==> src/rtl/rr_mux_arbiter_if.sv <==
// Bundle of the request/data/grant signals between four producers, the arbiter
// and one downstream consumer.
//   master : producer/consumer side, drives req, a..d, y_ready; observes gnt, sel, y, y_valid
//   slave  : arbiter side, the mirror image of master
interface rr_mux_arbiter_if #(
  parameter int WIDTH = 4
);
  logic [3:0]       req;
  logic [WIDTH-1:0] a;
  logic [WIDTH-1:0] b;
  logic [WIDTH-1:0] c;
  logic [WIDTH-1:0] d;
  logic             y_ready;
  logic [3:0]       gnt;
  logic [1:0]       sel;
  logic [WIDTH-1:0] y;
  logic             y_valid;

  modport master (
    output req, a, b, c, d, y_ready,
    input  gnt, sel, y, y_valid
  );

  modport slave (
    input  req, a, b, c, d, y_ready,
    output gnt, sel, y, y_valid
  );
endinterface

==> src/rtl/rr_mux_arbiter.sv <==
// Round-robin arbiter sharing one 4:1 mux among four requesters. One requester
// owns the datapath at a time; its data is presented on a valid/ready port and
// each grant is capped at MAX_BURST accepted beats.
//   clk  : rising-edge clock
//   rst  : asynchronous, active-high reset
//   bus  : slave modport carrying req, a..d, y_ready (in) and gnt, sel, y, y_valid (out)
module rr_mux_arbiter #(
  parameter int WIDTH     = 4,
  parameter int MAX_BURST = 4   // legal range 1..255
) (
  input  logic               clk,
  input  logic               rst,
  rr_mux_arbiter_if.slave    bus
);

  typedef enum logic {IDLE, BUSY} state_t;

  localparam logic [7:0] LAST_BEAT = 8'(MAX_BURST - 1);

  state_t     state, state_n;
  logic [3:0] gnt_r, gnt_n;
  logic [1:0] sel_r, sel_n;
  logic [1:0] ptr_r, ptr_n;
  logic [7:0] cnt_r, cnt_n;

  logic       xfer;
  logic       release_grant;
  logic [1:0] search_ptr;
  logic [2:0] winner;         // {found, index}

  // First requester at or after p, wrapping mod 4. Scanning from the far end
  // down lets the nearest hit overwrite farther ones.
  function automatic logic [2:0] pick(input logic [3:0] r, input logic [1:0] p);
    logic [2:0] res;
    logic [1:0] idx;
    res = 3'b000;
    for (int k = 3; k >= 0; k--) begin
      idx = p + 2'(k);
      if (r[idx]) res = {1'b1, idx};
    end
    return res;
  endfunction

  // Datapath and handshake are combinational off the registered select, so a
  // non-granted requester can never disturb y.
  always_comb begin
    // NOTE: every always_comb output gets a default first so no path leaves it unassigned (no latch).
    bus.y_valid = (state == BUSY) && bus.req[sel_r];
    bus.y       = '0;
    if (bus.y_valid) begin
      unique case (sel_r)
        2'd0: bus.y = bus.a;
        2'd1: bus.y = bus.b;
        2'd2: bus.y = bus.c;
        2'd3: bus.y = bus.d;
      endcase
    end
  end

  assign bus.gnt = gnt_r;
  assign bus.sel = sel_r;

  assign xfer          = bus.y_valid && bus.y_ready;
  assign release_grant = (state == BUSY) &&
                         (!bus.req[sel_r] || (xfer && (cnt_r == LAST_BEAT)));
  // On release the outgoing owner drops to lowest priority immediately, so the
  // search for the back-to-back winner already uses the advanced pointer.
  assign search_ptr    = release_grant ? sel_r + 2'd1 : ptr_r;
  assign winner        = pick(bus.req, search_ptr);

  always_comb begin
    state_n = state;
    sel_n   = sel_r;
    ptr_n   = ptr_r;
    cnt_n   = cnt_r;
    unique case (state)
      IDLE: begin
        if (winner[2]) begin
          state_n = BUSY;
          sel_n   = winner[1:0];
          cnt_n   = '0;
        end
      end
      BUSY: begin
        if (release_grant) begin
          ptr_n = sel_r + 2'd1;
          cnt_n = '0;
          if (winner[2]) sel_n   = winner[1:0];
          else           state_n = IDLE;
        end else if (xfer) begin
          cnt_n = cnt_r + 8'd1;
        end
      end
    endcase
    gnt_n = (state_n == BUSY) ? (4'b0001 << sel_n) : 4'b0000;
  end

  always_ff @(posedge clk or posedge rst) begin
    // NOTE: sequential state uses non-blocking assignments so every register samples pre-edge values.
    if (rst) begin
      state <= IDLE;
      gnt_r <= '0;
      sel_r <= '0;
      ptr_r <= '0;
      cnt_r <= '0;
    end else begin
      state <= state_n;
      gnt_r <= gnt_n;
      sel_r <= sel_n;
      ptr_r <= ptr_n;
      cnt_r <= cnt_n;
    end
  end

endmodule

==> src/flat_wrapper.sv <==
// flat-port wrapper written by rule: the top's interface ports become plain ports
module rr_mux_arbiter_flat 
#(
  parameter int WIDTH     = 4,
  parameter int MAX_BURST = 4                        
)
  (clk, rst, bus_req, bus_a, bus_b, bus_c, bus_d, bus_y_ready, bus_gnt, bus_sel, bus_y, bus_y_valid);
  rr_mux_arbiter_if #(.WIDTH(WIDTH)) bus_i ();
  input  logic clk;
  input  logic rst;
  input wire logic [$bits(bus_i.req)-1:0] bus_req;
  input wire logic [$bits(bus_i.a)-1:0] bus_a;
  input wire logic [$bits(bus_i.b)-1:0] bus_b;
  input wire logic [$bits(bus_i.c)-1:0] bus_c;
  input wire logic [$bits(bus_i.d)-1:0] bus_d;
  input wire logic [$bits(bus_i.y_ready)-1:0] bus_y_ready;
  output wire logic [$bits(bus_i.gnt)-1:0] bus_gnt;
  output wire logic [$bits(bus_i.sel)-1:0] bus_sel;
  output wire logic [$bits(bus_i.y)-1:0] bus_y;
  output wire logic [$bits(bus_i.y_valid)-1:0] bus_y_valid;
  assign bus_i.req = bus_req;
  assign bus_i.a = bus_a;
  assign bus_i.b = bus_b;
  assign bus_i.c = bus_c;
  assign bus_i.d = bus_d;
  assign bus_i.y_ready = bus_y_ready;
  assign bus_gnt = bus_i.gnt;
  assign bus_sel = bus_i.sel;
  assign bus_y = bus_i.y;
  assign bus_y_valid = bus_i.y_valid;
  rr_mux_arbiter #(.WIDTH(WIDTH), .MAX_BURST(MAX_BURST)) u_core (.clk(clk), .rst(rst), .bus(bus_i));
endmodule
==> config.mk <==
export PLATFORM = sky130hd
export DESIGN_NAME = rr_mux_arbiter_flat
export DESIGN_NICKNAME = d
export VERILOG_FILES = /design/src/rtl/rr_mux_arbiter_if.sv /design/src/rtl/rr_mux_arbiter.sv /design/src/flat_wrapper.sv
export SDC_FILE = /design/constraint.sdc
export NUM_CORES = 1
export LEC_CHECK = 0
export ABC_AREA = 1
export CAP_MARGIN = 25
export CORE_MARGIN = 3
export CORE_UTILIZATION = 38
export DETAILED_ROUTE_END_ITERATION = 8
export DONT_BUFFER_PORTS = 1
export SKIP_LAST_GASP = 1
export SYNTH_ARGS = -nofsm -noshare
export SYNTH_HDL_FRONTEND = slang
export SYNTH_SLANG_ARGS = --single-unit
==> constraint.sdc <==
create_clock -name clk -period 7.2 [get_ports clk]
set_clock_uncertainty 0.2 [all_clocks]
set_input_delay 1.44 -clock clk [delete_from_list [all_inputs] [get_ports clk]]
set_output_delay 1.44 -clock clk [all_outputs]
set_load 0.02 [all_outputs]
==> flow_summary_export.csv <==
group,metric,value,unit
setup_path,cp_max_fo,7,
worst_hold_path,worst_hold_startpoint,"u_core.cnt_r[1]$_DFFE_PP0P_",
clock_network,clockRootBuffer,"clkbuf_8",
placement,gp_congestion,0.761,
routing,drtIter0Drc,70,
grt,grt_util_all_layers,14.0,%
job,maxCapViolations,0,
routing,wl_per_cell,11.8,um
timing,period_needed,4.27,ns
timing,drv_slew,0,
final_layout,diodes,0,
grt,grt_pass1_wl,4760,um
setup_path,reg2reg_to,"u_core.cnt_r[2]$_DFFE_PP0P_",
floorplan,dieArea,4480,sq um
outcome,outcome,"finished clean",
routing,vias,1197,
grt,grt_max_degree,18,
worst_hold_path,hold_class,"register to register",
routing,drcViolationCount,0,
synth,ys_warn_count,0,
setup_path,crit_arrival,2.63,ns
synth,synth_edf_count,0,
synth,synth_most_common_cell,"nand2_1",
clock_network,cts_resized,0,
setup_path,rr_worst_depth,17,
clock_network,htreeDepth,1,
synth,synth.distinct_cells,25,
timing,rsz0062_at_grt,"no",
routing,ant_nets,0,
grt,grt.overflow.total,0,
timing,tightest_slew,0.623,ns
setup_path,r2r-start,"u_core.bus.sel[0]$_DFF_PP0_",
routing,routed_wl,2920,um
floorplan,rows,21,
floorplan,die_x,66.9,um
clock_network,clkLatencyLatePin,0.25,ns
synth,ys_seq_area_share,30.1,%
clock_network,cts_setup_buffers,0,
clock_network,clock-sinks,17,
setup_path,crit_required,5.56,ns
synth,yosys_most_used_dff,"dfrtp_1",
placement,hpwl,2340,um
floorplan,io_pins,34,
worst_hold_path,holdPathEnd,"u_core.cnt_r[1]$_DFFE_PP0P_",
timing,slew_headroom,58.4,%
grt,antenna_found_initial,0,
timing,period_share,59.3,%
synth,synth_nets,229,
synth,syn-instance-count,201,
setup_path,crit_path_end_kind,"output port",
final_layout,drive_gt1_share,22.8,%
floorplan,start_util,40.7,%
timing,max_freq,234,MHz
floorplan,die_h,66.9,um
floorplan,core,3470,sq um
clock_network,cts.path.max_buffers,2,
synth,synth_top_area_share,30.1,%
synth,synth_seq_cells,17,
placement,port_buffers,0,
timing,fin_tns_setup,0,ns
clock_network,hold_buffers,0,
routing,viasPerCell,4.83,
worst_hold_path,hold_depth,2,
clock_network,cts_inserted_buffers,3,
setup_path,crit_type,"input port to output port",
synth,synth_common_cells,"61 x nand2_1, 18 x inv_1, 17 x dfrtp_1, 16 x nand2_2, 15 x nand3_1",
synth,synthTopCellsByArea,"dfrtp_1 30%, nand2_1 16%, nand2_2 7.1%",
clock_network,clkTransAtPathRegs,0.07,ns
clock_network,cts_tree,"done",
synth,avgSynthCellArea,7.02,sq um
routing,dr.pass1.iters,4,
synth,yosys.area.top_type,"dfrtp_1",
timing,setup_viol,0,
setup_path,cp-start-kind,"input port",
synth,synth_area,1410,sq um
grt,grt_pass1_vias,1105,
synth,async_flop_share,100,%
timing,finalHoldViolations,0,
setup_path,reg2reg_slack,4.19,ns
final_layout,syn2layout_area_growth,5.59,%
final_layout,final_nets,231,
-- flip-flops by register name, summed over array words and instances, names as in the netlist --
name            count
u_core.ptr_r        2
u_core.cnt_r        8
u_core.bus.sel      2
u_core.state        1
u_core.bus.gnt      4
-- cells in the final DEF (no fill, tap or decap), drive strengths merged --
cell	netlist	final
a31oi	4	4
ha	5	5
dfrtp	17	17
nor2	16	16
xor2	4	4
inv	25	25
o21ai	13	13
clkinvlp	0	1
clkbuf	0	3
or2	1	1
nand4	1	1
nand2	80	80
nor3b	1	1
o22ai	3	3
a21oi	7	7
nor3	2	2
nand3	19	19
-- layer usage --
layer | vias up | GRT usage, % | wire length (um)
met5 | - | 0 | 0
met1 | 542 | 16.5 | 1340
li1 | 638 | - | -
met3 | 4 | 3.88 | 96
met2 | 13 | 25.0 | 1450
met4 | 0 | 3.04 | 29
-- worst max-delay path, cell delays in order --
cell,delay (ns)
inv_1,0.03
nand2_1,0.05
nand3_1,0.09
nand2_2,0.12
nand2_1,0.05
inv_1,0.28
o21ai_0,0.14
a31oi_1,0.43
-- layout make-up --
type	instances	area, sq um
Multi-Input combinational cell	156	865
Clock buffer	3	41.3
Inverter	25	93.8
Fill cell	380	1980
Clock inverter	1	7.51
Sequential cell	17	425
Tap cell	46	57.6
-- kinds of logic (layout without fill, tap and decap cells) --
| logic type | count (synthesis) | after routing | share of synthesized area (%) |
|---|---|---|---|
| and+or+nand+nor | 120 | 120 | 41.5 |
| buffers and inverters | 28 | 29 | 8.60 |
| AOI/OAI and AO/OA | 27 | 27 | 12.9 |
| DFF | 17 | 17 | 30.1 |
| adders and majority gates | 5 | 5 | 4.43 |
| xor gates and xnor gates | 4 | 4 | 2.48 |
-- how the worst max path moves through the flow --
stage               start  endpoint  slack [ns]
2_1_floorplan  bus_req[3]  bus_y[0]        3.08
3_5_place_dp   bus_req[3]  bus_y[0]        2.93
4_1_cts        bus_req[3]  bus_y[0]        2.92
3_3_place_gp   bus_req[3]  bus_y[1]        2.94
6_report       bus_req[3]  bus_y[2]        2.93
5_1_grt        bus_req[2]  bus_y[3]        2.76
-- per-stage QoR --
step / instance area, sq um / hold WS, ns / worst slack, ns / cells / utilization, %
final: 1490 / 0.323 / 2.93 / 248 / 43.0
after global routing: 1490 / 0.370 / 2.76 / 248 / 43.0
after detailed placement: 1440 / 0.312 / 2.93 / 244 / 41.6
after floorplan: 1410 / 0.275 / 3.08 / 201 / -
after global placement: 1440 / 0.309 / 2.94 / 244 / 41.6
after CTS: 1490 / 0.329 / 2.92 / 248 / 43.0
Power is not shown: default switching activity piles up to over one toggle a cycle in this logic, so the estimate is an artifact.
